--- config.mk ---
export PLATFORM = sky130hd
export DESIGN_NAME = pipeline_hazard_ctrl
export DESIGN_NICKNAME = d
export VERILOG_FILES = /design/src/rtl/pipeline_hazard_ctrl.sv
export SDC_FILE = /design/constraint.sdc
export NUM_CORES = 1
export LEC_CHECK = 0
export ABC_AREA = 1
export BUFFER_PORTS_ARGS = -buffer_cell sky130_fd_sc_hd__buf_2
export CAP_MARGIN = 20
export CORE_AREA = 2 2 75 77
export CTS_CLUSTER_DIAMETER = 80
export DETAILED_ROUTE_END_ITERATION = 6
export DIE_AREA = 0 0 77 79
export PLACE_DENSITY = 0.63
export SLEW_MARGIN = 25
export SYNTH_ARGS = -nofsm -noshare
export SYNTH_HDL_FRONTEND = slang
export SYNTH_SLANG_ARGS = --single-unit
--- constraint.sdc ---
create_clock -name clk -period 1.65 [get_ports clk]
set_clock_uncertainty 0.2 [all_clocks]
set_input_delay 0.33 -clock clk [delete_from_list [all_inputs] [get_ports clk]]
set_output_delay 0.33 -clock clk [all_outputs]
set_load 0.05 [all_outputs]
--- src/rtl/pipeline_hazard_ctrl.sv ---
// Purpose : IF/ID + PC sequencer; detects load-use hazards and taken branches, drives enables/flush/bubble.
// Latency : control outputs are combinational from state + inputs (zero cycles); state/counters update on clk.
// Backpres: ext_stall freezes PC and IF/ID (and freezes a pending stall count); a taken branch overrides everything.
//
// Ports:
//   clk, reset                  rising-edge clock, asynchronous active-low reset
//   id_rn/id_rm (+ _used)       ID-stage source registers and their read qualifiers
//   ex_mem_read, ex_rd          EX-stage load flag and destination register
//   br_taken, ext_stall         branch resolved taken, external freeze request
//   pc_en, ifid_en              PC / IF/ID load enables
//   ifid_flush, idex_bubble     zero IF/ID contents, zero ID/EX control bits
//   state                       0 RUN, 1 STALL, 2 FLUSH
//   stall_count, flush_count    saturating counts of pc_en=0 / ifid_flush=1 cycles
module pipeline_hazard_ctrl #(
    parameter int REG_W        = 5,
    parameter int ZERO_REG     = 31,
    parameter int STALL_CYCLES = 1,
    parameter int FLUSH_CYCLES = 1,
    parameter int CNT_W        = 16
) (
    input  logic             clk,
    input  logic             reset,
    input  logic [REG_W-1:0] id_rn,
    input  logic [REG_W-1:0] id_rm,
    input  logic             id_rn_used,
    input  logic             id_rm_used,
    input  logic             ex_mem_read,
    input  logic [REG_W-1:0] ex_rd,
    input  logic             br_taken,
    input  logic             ext_stall,
    output logic             pc_en,
    output logic             ifid_en,
    output logic             ifid_flush,
    output logic             idex_bubble,
    output logic [1:0]       state,
    output logic [CNT_W-1:0] stall_count,
    output logic [CNT_W-1:0] flush_count
);

    localparam int MAXC  = (STALL_CYCLES > FLUSH_CYCLES) ? STALL_CYCLES : FLUSH_CYCLES;
    localparam int CYC_W = $clog2(MAXC + 1);

    localparam logic [CYC_W-1:0] STALL_LOAD = CYC_W'(STALL_CYCLES - 1);
    localparam logic [CYC_W-1:0] FLUSH_LOAD = CYC_W'(FLUSH_CYCLES - 1);
    localparam logic [CYC_W-1:0] CYC_ONE    = CYC_W'(1);
    localparam logic [REG_W-1:0] ZERO_IDX   = REG_W'(ZERO_REG);

    // Control word: {pc_en, ifid_en, ifid_flush, idex_bubble}
    localparam logic [3:0] CTL_PASS  = 4'b1100;
    localparam logic [3:0] CTL_HOLD  = 4'b0001;
    localparam logic [3:0] CTL_FLUSH = 4'b1111;
    localparam logic [3:0] CTL_SAFE  = 4'b0011;

    typedef enum logic [1:0] {
        S_RUN   = 2'd0,
        S_STALL = 2'd1,
        S_FLUSH = 2'd2,
        S_ILL   = 2'd3
    } state_t;

    state_t           state_q, nxt_state;
    logic [CYC_W-1:0] cnt_q, nxt_cnt;
    logic [3:0]       ctl;
    logic             hazard;

    // The zero register is never really written, so a load targeting it cannot create a dependency.
    assign hazard = ex_mem_read && (ex_rd != ZERO_IDX) &&
                    ((id_rn_used && (id_rn == ex_rd)) || (id_rm_used && (id_rm == ex_rd)));

    always_comb begin
        ctl       = CTL_PASS;
        nxt_state = state_q;
        nxt_cnt   = cnt_q;
        if (state_q == S_ILL) begin
            // Unreachable encoding: keep the pipe quiet for one cycle and recover to RUN.
            ctl       = CTL_SAFE;
            nxt_state = S_RUN;
            nxt_cnt   = '0;
        end else if (br_taken) begin
            // A taken branch wins in every legal state, aborting any stall and restarting any flush.
            ctl = CTL_FLUSH;
            if (FLUSH_CYCLES > 1) begin
                nxt_state = S_FLUSH;
                nxt_cnt   = FLUSH_LOAD;
            end else begin
                nxt_state = S_RUN;
                nxt_cnt   = '0;
            end
        end else begin
            case (state_q)
                S_RUN: begin
                    if (ext_stall) begin
                        ctl = CTL_HOLD;
                    end else if (hazard) begin
                        ctl = CTL_HOLD;
                        if (STALL_CYCLES > 1) begin
                            nxt_state = S_STALL;
                            nxt_cnt   = STALL_LOAD;
                        end
                    end
                end
                S_STALL: begin
                    ctl = CTL_HOLD;
                    // A memory freeze pauses the stall countdown rather than consuming it.
                    if (!ext_stall) begin
                        if (cnt_q == CYC_ONE) begin
                            nxt_state = S_RUN;
                            nxt_cnt   = '0;
                        end else begin
                            nxt_cnt = cnt_q - CYC_ONE;
                        end
                    end
                end
                S_FLUSH: begin
                    ctl = CTL_FLUSH;
                    if (cnt_q == CYC_ONE) begin
                        nxt_state = S_RUN;
                        nxt_cnt   = '0;
                    end else begin
                        nxt_cnt = cnt_q - CYC_ONE;
                    end
                end
                default: begin
                    ctl = CTL_SAFE;
                end
            endcase
        end
    end

    always_ff @(posedge clk or negedge reset) begin
        if (!reset) begin
            state_q <= S_RUN;
            cnt_q   <= '0;
        end else begin
            state_q <= nxt_state;
            cnt_q   <= nxt_cnt;
        end
    end

    // While reset is low the pipe is held frozen with IF/ID and ID/EX forced empty.
    assign pc_en       = reset & ctl[3];
    assign ifid_en     = reset & ctl[2];
    assign ifid_flush  = ~reset | ctl[1];
    assign idex_bubble = ~reset | ctl[0];
    assign state       = state_q;

    always_ff @(posedge clk or negedge reset) begin
        if (!reset) begin
            stall_count <= '0;
            flush_count <= '0;
        end else begin
            if (!pc_en && (stall_count != {CNT_W{1'b1}})) begin
                stall_count <= stall_count + CNT_W'(1);
            end
            if (ifid_flush && (flush_count != {CNT_W{1'b1}})) begin
                flush_count <= flush_count + CNT_W'(1);
            end
        end
    end

endmodule

==> reports/metrics.yaml, run 1 <==
run_status:
  status: "finished, violations left"
  violations: "setup timing"
global_routing:
  antenna_found_initial: 0
  grt_pass1_wl_um: 9384
  grt_start_max_net_pins: 33
  grt_usage_pct: 18.87
  grt_pass1_vias: 2077
  overflow: 0
worst_setup_path:
  cp.arrival_ps: 1320
  cp-end-kind: "output port"
  reg2reg_from: "stall_count[1]"
  rr_endpoint: "stall_count[5]"
  reg2reg_depth: 10
  reg2reg_slack_ps: -50
  cp-startpoint: "id_rm[2]"
  critPathMaxFanout: 2
  critPathLaunchType: "input port"
  critPathRequiredTime_ps: 1120
  critical_path_class: "input port to output port"
pwr:
  p_sw_mw: 1.734
  comb_power_share_pct: 49.8
  netSwitchingFraction_pct: 47.17
  pwr-share-seq_pct: 32.8
  p_int_mw: 1.942
  clockPowerShare_pct: 17.4
  leakage_nw: 1.660
  p_per_area_nw_per_um2: 1075
  finalPower_mw: 3.676
  ir_drop_v: 0.0009977
yosys:
  syn_area_um2: 2073
  ys_warn_count: 0
  synth_cells: 296
  synth.ff_latch_count: 32
  synth_cell_type_count: 27
  syn_avg_cell_area_um2: 7.004
  synth_seq_area_share_pct: 38.62
floorplanning:
  fp.dieH_um: 79
  pin_count: 60
  initial_core_util_pct: 38.84
  rows: 27
  die-width_um: 77
  fp.coreArea_um2: 5338
  die-area_um2: 6083
sta:
  hold_viol: 0
  setup_viol_count_final: 15
  worst_slack_ps: -200.9
  fin_crit_ps: 1851
  fin_setup_tns_ps: -716.4
  rsz0062_at_grt: "yes"
  fin_crit_sh_pct: 112.2
  hold_ws_ps: 33.26
  finalMaxSlewViolations: 0
  fmax_mhz: 540.3
clock_network:
  htreeDepth: 2
  cts_tree: "done"
  cts.path.max_buffers: 2
  numCtsBuffers: 5
  worstSkewPairLatency_ps: 290
  cts_sinks: 32
  clock_tree.root_cell: "clkbuf_8"
  clkSlewWorstSetupHoldPaths_ps: 70
placed_design:
  hpwl_um: 3961
  io_buffers: 57
  post_dp_cell_area_um2: 2798
  dp.cells: 445
  place_ws_ps: -319.9
  gp_congestion: 0.8745
final_layout:
  drive_gt1_share_pct: 55.70
  diodes: 0
  syn_to_final_growth_pct: 64.88
  design_area_um2: 3418
  finish.utilization_pct: 64.04
  final_cell_mix: "80 x nand2_1, 40 x buf_2, 31 x buf_4"
  fillCellCount: 454
  final_common_cell: "nand2_1"
  final_cells: 467
  layout.nets: 418
detailed_routing:
  drc: 0
  drtIter0Drc: 77
  ant_nets: 0
  vias: 2227
  vias_per_cell: 4.769
  dr.pass1.iters: 4
  routedWlPerCell_um: 12.81
  wl_um: 5984
min_path:
  worstHoldPathType: "input port to asynchronous set/reset pin"
run:
  drv_cap: 0
## flip-flops by register name (all words and copies together), names as in the netlist
register	cells
flush_count	16
stall_count	16
## critical path: stages
cell and delay [ps]:
buf_2 120, nand2_2 60, nand2_1 60, nor2_1 90
nand3_1 80, nand2_1 80, nand2_2 60, nand2_2 50
nand2_2 50, nand2_4 70, clkinvlp_4 110, buf_8 160
## how the worst max path moves through the flow
| stage | to | slack (ps) | depth (start not counted) |
|---|---|---|---|
| floorplan | pc_en | -400 | 13 |
| global placement | ifid_en | -300 | 13 |
| detailed placement | pc_en | -320 | 13 |
| CTS | ifid_en | -220 | 13 |
| global route | pc_en | -360 | 13 |
| finish | pc_en | -200 | 12 |
## kinds of logic after synthesis
logic type / count (synthesis) / share of synthesized area, %
flip-flops: 32 / 38.62
adder cells (fa/ha/maj): 2 / 1.207
AND/OR/NAND/NOR: 187 / 39.95
other: 1 / 0.1809
AO/OA/AOI/OAI: 5 / 1.388
buffers and inverters: 49 / 10.20
XOR/XNOR: 20 / 8.449
## power groups by stage
stage / sequential [mW] / combinational, mW / clock [mW]
6_report: 1.21 / 1.83 / 0.639
4_1_cts: 1.20 / 1.65 / 0.658
3_3_place_gp: 1.19 / 1.53 / 0
2_1_floorplan: 1.75 / 0.524 / 0
3_5_place_dp: 1.20 / 1.54 / 0
5_1_grt: 1.24 / 1.95 / 0.690
## per-layer routing
layer	up-vias	global-route usage (%)	share of wire (%)
li1	1119	-	-
met3	8	3.977	4.6
met5	-	0	0
met2	54	30.44	50
met1	1046	25.02	44
met4	0	7.143	1.5
## cell usage after synthesis (all sizes together)
library cell	number	area [um2]
nand2	109	434.2
conb	1	3.750
ha	2	25.02
nor3	9	61.31
dfrtp	32	800.8
buf	6	50.04
inv	43	161.4
xnor2	3	26.28
a31oi	1	6.260
nor2	28	107.6
nand4	5	31.28
nor3b	1	7.510
o21a	1	7.510
xor2	17	148.9
o21ai	3	15.01
nor4	5	31.28
nand3	30	155.1
## cell type report
| class | count | area [um2] | area share, % |
|---|---|---|---|
| Sequential cell | 32 | 835.8 | 24.45 |
| Inverter | 43 | 195.2 | 5.710 |
| Clock inverter | 1 | 7.507 | 0.2196 |
| Tap cell | 72 | 90.09 | 2.635 |
| Clock buffer | 7 | 86.33 | 2.526 |
| Timing Repair Buffer | 95 | 748.2 | 21.89 |
| Multi-Input combinational cell | 217 | 1455 | 42.57 |
## what timing repair did
| item | in CTS | in global routing |
|---|---|---|
| gates cloned | 0 | 1 |
| buffers inserted | 7 | 7 |
| endpoints found under the setup margin | 23 | 36 |
| gates resized for setup | 41 | 64 |
| hold buffers | 0 | 0 |
| pin swaps | 24 | 39 |
Power figures use the tool's default switching activity.
==> inputs of run 2 (changes only) <==
- BUFFER_PORTS_ARGS: -buffer_cell sky130_fd_sc_hd__buf_2 -> default
- DONT_BUFFER_PORTS: default -> 1
- PLACE_DENSITY: 0.63 -> 0.53
==> run 2 against run 1 <==
  * The flow still finishes with violations (setup timing)
  * Critical path type unchanged
  * Sequential power fell by 3%
  * Worst setup slack better by 100 ps
  * Via count decreased by 2.4%
  * Non-clock buffer count decreased by 12
  * Sequential share of layout area down 0.72 points
  * Clock power barely moved
  * Utilization is 1.9 points higher
  * Fmax up 5.7%
  * Cell count decreased by 2.6%
  * Die area is the same
  * Wire length is 0.95% higher
  * Total power rose by 3.8%
==> reports/metrics.yaml, run 2 (same netlist as run 1, synthesis figures left out) <==
detailed_routing:
  drtIter0Drc: 77  # unchanged
  wl_um: 6041  # was 5984 um
  vias_per_cell: 4.776  # was 4.769
  dr.pass1.iters: 4  # unchanged
  vias: 2173  # was 2227
  ant_nets: 0  # unchanged
  routedWlPerCell_um: 13.28  # was 12.81 um
  drc: 0  # unchanged
final_layout:
  final-seq-area_um2: 834.6  # was 835.8 um2
  diodes: 0  # unchanged
  layout.nets: 406  # was 418
  multiInputGateArea_um2: 1494  # was 1455 um2
  final_common_cell: "nand2_1"  # unchanged
  finish.utilization_pct: 65.89  # was 64.04%
  fillCellCount: 454  # unchanged
  final_cell_mix: "71 x nand2_1, 63 x buf_4, 32 x nand2_2"  # was 80 x nand2_1, 40 x buf_2, 31 x buf_4
  drive_gt1_share_pct: 58.22  # was 55.70%
  syn_to_final_growth_pct: 69.64  # was 64.88%
  reg.largest.list: "flush_count x16, stall_count x16"  # unchanged
pwr:
  p_sw_mw: 1.729  # was 1.734 mW
  ir_drop_v: 0.001110  # was 0.0009977 V
  p_int_mw: 2.086  # was 1.942 mW
  finalPower_mw: 3.815  # was 3.676 mW
  netSwitchingFraction_pct: 45.32  # was 47.17%
  p_per_area_nw_per_um2: 1085  # was 1075 nW/um2
  pwr-share-seq_pct: 30.6  # was 32.8%
  leakage_nw: 1.630  # was 1.660 nW
  clockPowerShare_pct: 16.8  # was 17.4%
  comb_power_share_pct: 52.6  # was 49.8%
worst_setup_path:
  max_stage_delay_ps: 170  # was 160 ps
  critPathRequiredTime_ps: 1120  # about the same
  cp.arrival_ps: 1220  # was 1320 ps
  cp-end-kind: "output port"  # unchanged
  path_buf_inv: 3  # unchanged
  critPathMaxFanout: 2  # unchanged
  cp_top_family: "simple AND/OR/NAND/NOR gates"  # unchanged
  critPathLaunchType: "input port"  # unchanged
  crit_chain: "inv_8, nand2_2, nand2_2, nor2_2, nand3_1, nand2_1, nand2_2, nand2_2, nand2_2, nand2_4, clkinvlp_4, buf_12"  # was buf_2, nand2_2, nand2_1, nor2_1, nand3_1, nand2_1, nand2_2, nand2_2, nand2_2, nand2_4, clkinvlp_4, buf_8
  critical_path_class: "input port to output port"  # unchanged
  cpMostUsedCell: "nand2_2"  # unchanged
  slowest_stage: "buf_12"  # was buf_8
global_routing:
  grt_usage_pct: 19.26  # was 18.87%
  antenna_found_initial: 0  # unchanged
  overflow: 0  # unchanged
  grt_pass1_wl_um: 9335  # was 9384 um
  grt_start_max_net_pins: 33  # unchanged
  grt_pass1_vias: 2033  # was 2077
sta:
  fin_setup_tns_ps: -633.0  # was -716.4 ps
  fmax_mhz: 571.2  # was 540.3 MHz
  finalMaxSlewViolations: 0  # unchanged
  fin_crit_sh_pct: 106.1  # was 112.2%
  fin_crit_ps: 1751  # was 1851 ps
  worst_slack_ps: -100.9  # was -200.9 ps
  setup_viol_count_final: 18  # was 15
  hold_viol: 0  # unchanged
  rsz0062_at_grt: "yes"  # unchanged
placed_design:
  gp_congestion: 0.8880  # was 0.8745
  hpwl_um: 4022  # was 3961 um
  io_buffers: 0  # was 57
floorplanning:
  fp.dieH_um: 79  # unchanged
  pin_count: 60  # unchanged
  initial_core_util_pct: 38.84  # unchanged
  rows: 27  # unchanged
  die-width_um: 77  # unchanged
  fp.coreArea_um2: 5338  # unchanged
  die-area_um2: 6083  # unchanged
clock_network:
  worstSkewPairLatency_ps: 290  # about the same
  cts_tree: "done"  # unchanged
  clkSlewWorstSetupHoldPaths_ps: 70  # about the same
  cts_sinks: 32  # unchanged
  clock_tree.root_cell: "clkbuf_8"  # unchanged
  numCtsBuffers: 5  # unchanged
  cts.path.max_buffers: 2  # unchanged
  htreeDepth: 2  # unchanged
run_status:
  violations: "setup timing"  # unchanged
  status: "finished, violations left"  # unchanged
run:
  drv_cap: 0  # unchanged
min_path:
  worstHoldPathType: "input port to asynchronous set/reset pin"  # unchanged
-- run 2: area by class of cell --
| type | instances | share of cell area (%) |
|---|---|---|
| Sequential cell | 32 | 23.73 |
| Inverter | 43 | 6.403 |
| Timing Repair Buffer | 83 | 22.20 |
| Clock buffer | 6 | 2.348 |
| Multi-Input combinational cell | 217 | 42.48 |
| Tap cell | 72 | 2.561 |
| Clock inverter | 2 | 0.2846 |
-- run 2: final timing paths --
kind,start,end,slack (ps),cells after the start
setup / recovery,id_rm[1],ifid_en,-100,12
hold / removal,reset,flush_count[10],280,2
setup reg to reg,flush_count[0],flush_count[4],-40,9
hold reg to reg,flush_count[8],flush_count[8],320,1
max in group asynchronous,reset,stall_count[15],780,2
min in group clk,reset,stall_count[15],310,5
-- run 2: repair_timing --
action / 4_1_cts / 5_1_grt
resized for setup: 27 / 78
gates cloned: 0 / 2
endpoints found under the setup margin: 11 / 35
pin swaps: 20 / 46
buffers inserted: 5 / 8
hold buffers: 2 / 0
hold endpoints to repair: 32 / 0
-- run 2: power by group through the flow --
stage / clock [mW] / combinational [mW] / sequential (mW)
floorplan: 0 / 0.524 / 1.75
global placement: 0 / 1.68 / 1.16
detailed placement: 0 / 1.70 / 1.17
CTS: 0.677 / 1.79 / 1.16
global route: 0.699 / 2.17 / 1.19
finish: 0.642 / 2.01 / 1.17
-- run 2: per-stage QoR --
stage	hold WS [ps]	setup WS, ps	instance area [um2]	instances
after floorplan	-165.6	-399.8	2295	297
after global placement	-164.9	-115.3	2893	432
after detailed placement	-164.8	-123.3	2893	432
after CTS	258.7	-89.84	3148	446
after global routing	294.6	-199.1	3517	455
final	275.8	-100.9	3517	455
-- run 2: routing by layer --
layer / vias up / share of wire [%] / track usage [%]
met5: - / 0 / 0
met4: 0 / 1.2 / 6.786
met3: 7 / 5.5 / 4.205
met2: 61 / 49 / 30.09
met1: 1013 / 44 / 26.46
li1: 1092 / - / -
